### config.mk
export PLATFORM = sky130hd
export DESIGN_NAME = mem_access_unit
export DESIGN_NICKNAME = d
export VERILOG_FILES = /design/src/rtl/mem_access_unit.sv
export SDC_FILE = /design/constraint.sdc
export NUM_CORES = 1
export LEC_CHECK = 0
export CORE_ASPECT_RATIO = 1.1
export CORE_MARGIN = 2
export CORE_UTILIZATION = 42
export CTS_CLUSTER_SIZE = 8
export DETAILED_ROUTE_END_ITERATION = 12
export GPL_TIMING_DRIVEN = 0
export PLACE_DENSITY = 0.82
export SYNTH_ARGS = -nofsm -noshare
export SYNTH_HDL_FRONTEND = slang
export SYNTH_SLANG_ARGS = --single-unit
### constraint.sdc
create_clock -name clk -period 3.55 [get_ports clk]
set_clock_uncertainty 0.15 [all_clocks]
set_input_delay 0.71 -clock clk [delete_from_list [all_inputs] [get_ports clk]]
set_output_delay 0.71 -clock clk [all_outputs]
set_load 0.1 [all_outputs]
### src/rtl/mem_access_unit.sv
// -----------------------------------------------------------------------------
// mem_access_unit
//
// MEM-stage load/store front end for a word-organised data memory.
//   - Screens every request for alignment, legal size and address range, and
//     turns illegal ones into registered address-error exceptions. The memory
//     never sees an illegal access.
//   - The data memory zero-fills unwritten bytes on a write, so sub-word stores
//     are done as read-modify-write: one cycle reads the word into merge_buf,
//     and the next cycle writes the merged word back. This costs one stall cycle.
//   - Load data comes back from the memory already lane-selected and extended.
//     It is taken directly into the MEM/WB response register.
//
// Ports
//   clk, rst_n            clock, asynchronous active-low reset
//   req_valid             memory instruction present in MEM
//   req_is_store          1 = store, 0 = load
//   req_size[1:0]         00 word, 01 half, 11 byte, 10 illegal
//   req_signed            sign-extend sub-word loads
//   req_addr[31:0]        byte address
//   req_wdata[31:0]       right-aligned store data
//   req_flush             abort the current request
//   req_ready             request completes at this edge (low = stall)
//   resp_valid            registered completion pulse
//   resp_rdata[31:0]      registered load data (0 after stores)
//   exc_adel / exc_ades   registered load / store address error pulses
//   exc_badvaddr[31:0]    registered faulting address
//   mem_address[31:0]     data memory byte address
//   mem_wdata[31:0]       data memory write word
//   mem_read_option[1:0]  00 word, 01 half, 11 byte, 10 none
//   mem_write_option[1:0] 00 word, 10 none
//   mem_extra_op          sign-extend request to memory (= req_signed)
//   mem_rdata[31:0]       combinational read data from memory
//
// state  | meaning
// -------+----------------------------------------------------------------
// IDLE   | accept requests; loads, word stores and errors finish in 1 cycle
// MERGE  | second cycle of a sub-word store: write merge_buf with new lane
// -----------------------------------------------------------------------------
module mem_access_unit #(
   parameter int PHYS_LW = 10
) (
   input  logic        clk,
   input  logic        rst_n,
   input  logic        req_valid,
   input  logic        req_is_store,
   input  logic [1:0]  req_size,
   input  logic        req_signed,
   input  logic [31:0] req_addr,
   input  logic [31:0] req_wdata,
   input  logic        req_flush,
   output logic        req_ready,
   output logic        resp_valid,
   output logic [31:0] resp_rdata,
   output logic        exc_adel,
   output logic        exc_ades,
   output logic [31:0] exc_badvaddr,
   output logic [31:0] mem_address,
   output logic [31:0] mem_wdata,
   output logic [1:0]  mem_read_option,
   output logic [1:0]  mem_write_option,
   output logic        mem_extra_op,
   input  logic [31:0] mem_rdata
);

   localparam logic [1:0] SZ_WORD = 2'b00;
   localparam logic [1:0] SZ_HALF = 2'b01;
   localparam logic [1:0] SZ_BYTE = 2'b11;
   localparam logic [1:0] OPT_NONE = 2'b10;
   localparam int RANGE_LSB = PHYS_LW + 2;

   typedef enum logic {
      ST_IDLE  = 1'b0,
      ST_MERGE = 1'b1
   } state_t;

   state_t      state;
   logic [31:0] merge_buf;

   logic        active;
   logic        size_ok;
   logic        align_ok;
   logic        range_ok;
   logic        legal;
   logic        sub_word;
   logic [31:0] merged;

   // A flushed request is treated exactly like no request.
   assign active   = req_valid & ~req_flush;
   assign size_ok  = (req_size != 2'b10);
   assign range_ok = (req_addr[31:RANGE_LSB] == '0);
   assign sub_word = (req_size != SZ_WORD);
   assign legal    = size_ok & align_ok & range_ok;

   always_comb begin
      align_ok = 1'b0;
      case (req_size)
         SZ_WORD: align_ok = (req_addr[1:0] == 2'b00);
         SZ_HALF: align_ok = ~req_addr[0];
         SZ_BYTE: align_ok = 1'b1;
         default: align_ok = 1'b0;
      endcase
   end

   // Replace the addressed lane of the previously read word with store data.
   always_comb begin
      merged = merge_buf;
      case (req_size)
         SZ_BYTE: merged[{req_addr[1:0], 3'b000} +: 8] = req_wdata[7:0];
         SZ_HALF: merged[{req_addr[1], 4'b0000} +: 16] = req_wdata[15:0];
         default: merged = merge_buf;
      endcase
   end

   assign mem_address  = req_addr;
   assign mem_extra_op = req_signed;

   always_comb begin
      mem_read_option  = OPT_NONE;
      mem_write_option = OPT_NONE;
      mem_wdata        = req_wdata;
      req_ready        = 1'b1;
      case (state)
         ST_IDLE: begin
            if (active && legal) begin
               if (!req_is_store) begin
                  mem_read_option = req_size;
               end else if (!sub_word) begin
                  mem_write_option = SZ_WORD;
               end else begin
                  mem_read_option = SZ_WORD;
                  req_ready       = 1'b0;
               end
            end
         end
         ST_MERGE: begin
            if (active) begin
               mem_write_option = SZ_WORD;
               mem_wdata        = merged;
            end
         end
         default: ;
      endcase
      // Keep the memory quiet for the whole reset assertion, not just from
      // the state change onward.
      if (!rst_n) begin
         mem_read_option  = OPT_NONE;
         mem_write_option = OPT_NONE;
      end
   end

   always_ff @(posedge clk or negedge rst_n) begin
      if (!rst_n) begin
         state        <= ST_IDLE;
         merge_buf    <= '0;
         resp_valid   <= 1'b0;
         resp_rdata   <= '0;
         exc_adel     <= 1'b0;
         exc_ades     <= 1'b0;
         exc_badvaddr <= '0;
      end else begin
         resp_valid <= 1'b0;
         resp_rdata <= '0;
         exc_adel   <= 1'b0;
         exc_ades   <= 1'b0;
         case (state)
            ST_IDLE: begin
               if (active) begin
                  if (!legal) begin
                     exc_adel     <= ~req_is_store;
                     exc_ades     <= req_is_store;
                     exc_badvaddr <= req_addr;
                  end else if (!req_is_store) begin
                     resp_valid <= 1'b1;
                     resp_rdata <= mem_rdata;
                  end else if (!sub_word) begin
                     resp_valid <= 1'b1;
                  end else begin
                     merge_buf <= mem_rdata;
                     state     <= ST_MERGE;
                  end
               end
            end
            ST_MERGE: begin
               // The write happens at this edge unless the request was aborted.
               resp_valid <= active;
               state      <= ST_IDLE;
            end
            default: state <= ST_IDLE;
         endcase
      end
   end

endmodule

# == Yosys cells after proc, flatten, opt, wreduce, memory -nomap -nowiden ==
# Cells that the tools add are included.
# W data, S select, Z words.
# op_classes
addsub,2
eq_ne,3
shift,4
mux,39
bitwise_logic,8
n_reduce_logical,7
# op_table
op,n
$mux W32,6
$bwmux W32,2
$pmux W32 S2,1
$shift A16 B7 Y32 const A,1
$shift A8 B7 Y32 const A,1
$shiftx A16 B7 Y32,1
$shiftx A8 B7 Y32,1
$logic_not A20 Y1,1
$mux W2,10
$mux W1,16
$neg A5 Y7,2
$not A1 Y1,5
$reduce_and A5 Y1,1
$logic_not A2 Y1,2
$pmux W1 S2,2
$pmux W2 S2,1
$and A1 B1 Y1,3
$pmux W1 S3,1
$reduce_and A3 Y1,1
$eq A2 B1 Y1 const B,1
$eq A2 B2 Y1 const B,1
$ne A2 B2 Y1 const B,1
$reduce_bool A2 Y1,1
$logic_and A1 B1 Y1,1
# totals
register_bits,100
output_inout_bits,137
wordCells,70

# == Depth between registers and ports, before layout ==
# logic_depth
ltp_word,8
mapped_depth,8
ltp_nobuf,6

# == Least setup slack after synthesis ==
# No wires, ideal clock.
# synth_timing
path_kind,input to output
from,in req_addr[1]
to,out mem_wdata[12]
t_arrival_ps,3678
t_required_ps,2690
slack_ps,-988
cell_stages,8
path_buffers,2
cell_sequence,clkbuf_1 > inv_1 > ha_1 > nor3b_1 > and3_1 > clkbuf_1 > a21oi_1 > o221ai_1
# synth_via
elab_chain_len,6
# synth_lines
element,line,text
"start, declared",49,"input logic [31:0] req_addr,"
"$neg A5 Y7, on equally long branches","110, 109",
"$shiftx A16 B7 Y32, or another cell as far along",110,"SZ_HALF: merged[{req_addr[1], 4'b0000} +: 16] = req_wdata[15:0];"
"$bwmux W32, on equally long branches","110, 109",
$pmux W32 S2 (*),108,case (req_size)
$mux W32 (*),137,if (active) begin
$mux W32 (*),123,case (state)
"end, declared",59,"output logic [31:0] mem_wdata,"
# Every way passes the cells marked *; elsewhere a longest branch is shown, timed or not.

# == Worst setup path after layout ==
# layout_timing
from,in req_size[0]
to,out mem_wdata[3]
# layout_via
elab_chain_len,4
# layout_lines
element,line,text
"start, declared",47,"input logic [1:0] req_size,"
$eq A2 B1 Y1 or $eq A2 B2 Y1 (tied branches),108,
$pmux W32 S2 (*),108,
$mux W32 (*),137,
$mux W32 (*),123,
# Marks and branches as above.

==> results.sh <==
export IMPL_timing_reg2reg_setup_slack_ps=1150
export IMPL_dpl_hpwl_um=12730
export IMPL_p_per_area_nw_per_um2=422.1
export IMPL_antennaDiodeCount=0
export IMPL_path_cells="clkdlybuf4s50_1 -> clkbuf_4 -> nor2b_2 -> a21o_1 -> a41o_2 -> a22o_1 -> buf_4"
export IMPL_placed_area_um2=8025
export IMPL_track_usage=0.2598
export IMPL_grt_pass1_vias=4876
export IMPL_worstMarginPinSlew_ps=1010
export IMPL_fmax_ghz=0.2892
export IMPL_first_pass_iters=4
export IMPL_internal_power_mw=2.266
export IMPL_hold_violations=0
export IMPL_finalSetupTns_ps=0
export IMPL_seq_power_share=0.332
export IMPL_maxCapViolCount=0
export IMPL_endpoint_kind="output port"
export IMPL_cp_start_kind="primary input"
export IMPL_path_buf_inv=3
export IMPL_reg2reg_from="state$_DFF_PN0_"
export IMPL_hp_class="primary input to async pin"
export IMPL_post_synth_inst_count=446
export IMPL_nFillCells=857
export IMPL_initial_utilization=0.4300
export IMPL_die_h_um=120.4
export IMPL_synth_area_leaders="dfrtp_1 48%, mux2_2 7.8%, mux2_4 5.8%, buf_4 5.4%, and2_1 4.1%"
export IMPL_slew_headroom=0.3243
export IMPL_holdBufCountCts=0
export IMPL_synth_nets=555
export IMPL_seq_area_frac_synth=0.4836
export IMPL_pin_count=241
export IMPL_htree_num_levels=3
export IMPL_synth_area_per_cell_um2=11.60
export IMPL_rsz0062_at_grt="false"
export IMPL_cp_depth=7
export IMPL_ys_flop_type="dfrtp_1"
export IMPL_nets=811
export IMPL_r2r_cells=5
export IMPL_synth_seq_cells=100
export IMPL_arrival_ps=2600
export IMPL_clkTransAtPathRegs_ps=80
export IMPL_drt_wl_total_um=17150
export IMPL_syn2layout_area_growth_pct=68.21
export IMPL_die_width_um=109.8
export IMPL_fin_hold_ws_ps=160.9
export IMPL_die_area_um2=13230
export IMPL_gp_congestion=0.8492
export IMPL_slowest_stage="clkdlybuf4s50_1"
export IMPL_drc_errors=0
export IMPL_r2r_end="resp_rdata[20]$_DFF_PN0_"
export IMPL_drive_gt1_frac=0.3324
export IMPL_peakVddDrop_mv=0.3965
export IMPL_grt_max_degree=69
export IMPL_io_buffers=238
export IMPL_viasPerCell=5.409
export IMPL_synth_cell_types=45
export IMPL_yosys_warnings=0
export IMPL_coreArea_um2=12030
export IMPL_vias=4657
export IMPL_crit_family="buffers and inverters"
export IMPL_cp_startpoint="req_size[0]"
export IMPL_drtIter0Drc=259
export IMPL_critPathMaxStageDelay_ps=550
export IMPL_ant_nets=0
export IMPL_cts_sinks=100
export IMPL_cts_tree="yes"
export IMPL_clock_latency_ps=340
export IMPL_num_rows=42
export IMPL_leakage_nw=3.881
export IMPL_layout_commonest_cell="clkdlybuf4s50_1"
export IMPL_cts_root_buf="clkbuf_16"
export IMPL_cp_endpoint="mem_wdata[3]"
export IMPL_setup_viol=0
export IMPL_cts_path_max_buffers=2
export IMPL_grt_overflow=0
export IMPL_finalCritPeriodShare=0.9740
export IMPL_power_switching_mw=1.408
export IMPL_power_frac_comb=0.355
export IMPL_critPathRequiredTime_ps=2690
export IMPL_antenna_found_initial=0
export IMPL_critPathKind="primary input to output port"
export IMPL_sw_frac_of_total=0.3833
export IMPL_syn_area_um2=5175
export IMPL_cts_inserted_buffers=9
export IMPL_utilization=0.7233
export IMPL_status="finished clean"
export IMPL_synth_edf_count=0
export IMPL_slew_violations=0
export IMPL_period_needed_ps=3458
export IMPL_grt_pass1_wl_um=26090
export IMPL_final_area_um2=8705
export IMPL_power_frac_clock=0.313
export IMPL_yosysTopAreaCellShare=0.4836
export IMPL_wl_per_cell_um=19.92
export IMPL_post_synth_top_area_cell="dfrtp_1"
export IMPL_critPathMaxFanout=10
export IMPL_synthArstFlopShare=1.000
export IMPL_most_common_layout_cells="199 x clkdlybuf4s50_1, 100 x dfrtp_1, 62 x buf_4"
==> flip-flops by register name, summed over array words and instances, names as in the netlist <==
| signal | cells |
|---|---|
| merge_buf | 32 |
| state | 1 |
| exc_ades | 1 |
| exc_badvaddr | 32 |
| resp_rdata | 32 |
| exc_adel | 1 |
| resp_valid | 1 |
==> synthesized netlist by cell type (14+ instances only) <==
master,count
a21oi_1,21
a221oi_1,16
and2_1,34
and3_1,23
buf_4,37
clkbuf_1,14
dfrtp_1,100
mux2_2,36
mux2_4,20
nor2_1,21
nor2b_1,24
o21ai_0,19
==> cell type report <==
class / count / area, um2 / share of cell area
buffer: 54 / 405.4 / 0.04657
clock buffer: 9 / 225.2 / 0.02587
clock inverter: 7 / 122.6 / 0.01409
inverter: 4 / 15.01 / 0.001725
multi-input combinational: 285 / 2713 / 0.3116
sequential: 100 / 2502 / 0.2875
tap: 154 / 192.7 / 0.02214
timing repair buffer: 248 / 2529 / 0.2905
==> per-layer routing <==
metal  GRT usage  up-vias  part of all wire
met3     0.08194       35              0.11
met4     0.08228        0             0.027
met1      0.3072     2259              0.37
met2      0.4440      267              0.50
met5           0        -                 0
li1            -     2096                 -
==> worst reg2reg max path, cell delays in order (launching register included) <==
cell and delay, ps:
dfrtp_1 450, nor3b_2 350, nand2b_1 140, nor4_2 590, clkbuf_1 470, and2_1 200
==> worst min path at each step <==
stage | to | depth (start not counted) | from | slack (ps)
after floorplan | exc_adel$_DFF_PN0_ | 0 | rst_n | 260
after global placement | merge_buf[10]$_DFFE_PN0P_ | 1 | merge_buf[10]$_DFFE_PN0P_ | 330
after detailed placement | merge_buf[11]$_DFFE_PN0P_ | 1 | merge_buf[11]$_DFFE_PN0P_ | 340
after CTS | resp_rdata[8]$_DFF_PN0_ | 1 | rst_n | 180
after global routing | merge_buf[1]$_DFFE_PN0P_ | 1 | rst_n | 190
final | resp_rdata[8]$_DFF_PN0_ | 1 | rst_n | 160
==> repair_timing <==
action / 4_1_cts / 5_1_grt
pin swaps: 5 / 5
gates resized for setup: 279 / 45
buffers inserted: 4 / 5
gates cloned: 0 / 0
endpoints found under the setup margin: 37 / 34
==> cells by family after synthesis <==
group	count (synthesis)	share of synthesized area
AO/OA/AOI/OAI	86	0.1173
adder cells (fa/ha/maj)	5	0.01209
buffers and inverters	61	0.07592
flip-flops	100	0.4836
multiplexers	64	0.1538
other	1	0.0007246
AND/OR/NAND/NOR	129	0.1567
==> metrics by stage <==
| step | power [mW] | worst slack [ps] | instances |
|---|---|---|---|
| 3_3_place_gp | 2.495 | -3650 | 838 |
| 3_5_place_dp | 2.511 | -1702 | 839 |
| 2_1_floorplan | 2.108 | -152.1 | 446 |
| 6_report | 3.674 | 92.20 | 861 |
| 4_1_cts | 3.664 | 4.302 | 857 |
| 5_1_grt | 3.780 | 6.651 | 861 |
==> power by group through the flow <==
stage / combinational (mW) / sequential, mW / clock (mW)
finish: 1.30 / 1.22 / 1.15
global placement: 1.26 / 1.24 / 0
floorplan: 0.462 / 1.65 / 0
global route: 1.34 / 1.23 / 1.21
detailed placement: 1.27 / 1.24 / 0
CTS: 1.29 / 1.22 / 1.15
No activity file was read; power rests on OpenSTA's default activity.
==> RTL edit, RTL diff (same settings) <==
Reset style: synchronous (`rst_n`), changed in one clocked block. Comments in the files are not updated.
--- a/src/rtl/mem_access_unit.sv
+++ b/src/rtl/mem_access_unit.sv
@@ -149,7 +149,7 @@
       end
    end
 
-   always_ff @(posedge clk or negedge rst_n) begin
+   always_ff @(posedge clk) begin
       if (!rst_n) begin
          state        <= ST_IDLE;
          merge_buf    <= '0;
Function: differs if rst_n is asserted again (counterexample within 4 cycles, from zero or initial values and one cycle with rst_n low); with rst_n held inactive, the same outputs for 4 cycles.
==> RTL edit against the unedited design <==
Area after synthesis rose by 2.9%. Setup slack got worse by 0.031 ns. Cell count rose by 18%. Die area increased by 2.8%. Non-clock buffer count is 22 higher. Total power fell by 17%. Critical path depth rose by 1. Sequential cell count unchanged. Cell area is 0.91% higher. Routed wire length grew 5.4%. Hold slack improved by 0.15 ns. Critical path type unchanged. Largest power group is now sequential cells. Highest routed layer unchanged.
==> RTL edit: results (changes against the unedited design) <==
port_buffers: 238  # unchanged
synth_cell_type_count: 43  # -4.4%
vias: 5396  # +16%
cts_max_level: 3  # unchanged
dp.cells: 993  # +18%
grt_first_pass_wirelength_mm: 28.50  # +9.3%
dpl.hpwl_mm: 14.24  # +12%
p_leak_nw: 3.281  # -15%
dr.pass1.iters: 7  # +3
viasPerCell: 5.321  # -1.6%
ff2ff_setup_slack_ns: 1.44  # +0.29 ns
max-clock-path-buffers: 2  # unchanged
path_max_fanout: 10  # unchanged
drt_iter0_drc: 373  # +44%
tightestPinTransition_ns: 1.008  # -0.001859 ns
rr_startpoint: "state"
top_regs: "exc_badvaddr x32, merge_buf x32, resp_rdata x32"
ir_worst_vdd_v: 0.0002350  # -41%
hold_path.class: "reg -> reg"
worstPathArrival_ns: 2.63  # +0.03 ns
place_area_um2: 8332  # +3.8%
drive_gt1_share_pct: 24.50  # -8.7 points
antenna_found_initial: 0  # unchanged
synth_nets: 707  # +27%
grt_max_degree: 18  # -74%
critPathTopFamily: "simple AND/OR/NAND/NOR gates"
status: "finished, final reports clean"
nets: 961  # +18%
clk_pin_slew_ns: 0.07
synthMuxAreaShare_pct: 12.03  # -3.3 points
yosysWarnings: 0  # unchanged
synthAdderAreaFrac_pct: 1.175  # -0.034 points
worstRegToRegCells: 7  # +2
yosys-top-cells-area: "dfxtp_1 38%, mux2i_1 12%, nand2_1 11%, nor3b_2 7.3%, buf_4 4.8%"
n_fill_cell: 928  # +8.3%
synthXorXnorAreaFrac_pct: 0  # unchanged
whs_endpoint: "exc_badvaddr[21]"
holdPathStages: 2
clkLatencyLatePin_ns: 0.35
slowest_delay_ns: 0.52  # -0.03 ns
routedWlPerCell_um: 17.83  # -10%
gp_congestion: 0.8727  # +2.8%
post-place-ws_ns: -1.583  # +0.1187 ns
num_antenna_cells: 0  # unchanged
slowest_stage: "or4_4"
crit-reg2reg-capture: "resp_rdata[12]"
hold_path_startpoint: "exc_badvaddr[21]"
async_reset_ff_share_pct: 0  # -100 points
synth-compound-area-share_pct: 13.98  # +2.3 points
first_global_vias: 5616  # +15%
ys_seq_area_share_pct: 37.59  # -11 points
ys_top_cells_by_count: "152 x nand2_1, 100 x dfxtp_1, 64 x mux2i_1"
cts_made_buffers: 9  # unchanged
syn_inst: 598  # +34%
cts-root-buf: "clkbuf_16"
setup.worst_path.start: "req_addr[16]"
globalRouteTotalUtil_pct: 26.25  # +0.28 points
[RTL edit: area by class of cell]
type | instances | area [um2] | area share [%]
clock inverters | 6 | 45.04 | 0.5128
inverters | 21 | 90.09 | 1.026
flip-flops and latches | 100 | 2002 | 22.79
multi-input cells | 396 | 3203 | 36.47
repair buffers | 246 | 2440 | 27.78
plain buffers | 78 | 568.0 | 6.467
clock buffers | 10 | 239.0 | 2.721
well taps | 157 | 196.4 | 2.236
[RTL edit: repair_timing]
item | 4_1_cts | 5_1_grt
gates resized for setup | 283 | 29
setup buffers | 8 | 0
pin swaps | 17 | 7
setup endpoints to repair | 38 | 25
[RTL edit: worst min-delay path: stages, from the launching register on]
cell,delay [ns]
dfxtp_1,0.31
nand2_1,0.05
mux2i_1,0.05
[RTL edit: metrics by stage]
step	setup TNS [ns]	power (mW)	hold WS, ns	util (%)
2_1_floorplan	-0.1946	1.816	0.2844	-
3_3_place_gp	-49.78	2.107	0.2931	66.75
3_5_place_dp	-51.97	2.116	0.3005	66.75
4_1_cts	0	3.058	0.3128	69.75
5_1_grt	0	3.144	0.3273	70.37
6_report	0	3.055	0.3123	70.37
[RTL edit: metal layers]
layer / GRT usage (%) / vias up / wire, um / share of wire [%]
met5: 0 / - / 0 / 0
met4: 10.49 / 0 / 441 / 2.4
met3: 5.821 / 36 / 1445 / 8.0
met2: 48.74 / 239 / 9434 / 52
met1: 29.21 / 2550 / 6758 / 37
li1: - / 2571 / - / -
[RTL edit: worst max-delay path by stage]
stage               cells past startpoint            endpoint  slack [ns]
detailed placement                     11       mem_wdata[16]       -1.58
CTS                                     8       mem_wdata[28]       0.006
global placement                       10       mem_wdata[15]       -1.51
floorplan                               9  mem_read_option[0]       -0.15
global route                            8       mem_wdata[10]       0.002
finish                                  8  mem_read_option[0]        0.06
[RTL edit: where the power goes]
part,leakage (nW),internal [mW],switching (mW)
Combinational,2.33,0.300,0.655
Clock,0.144,0.501,0.448
Sequential,0.809,1.14,0.0110
Total,3.28,1.94,1.11
[RTL edit: cells by family after synthesis]
logic type / count (synthesis)
muxes: 64
buffers and inverters: 102
adders and majority gates: 5
AOI/OAI and AO/OA: 102
and+or+nand+nor: 224
DFF: 100
other: 1
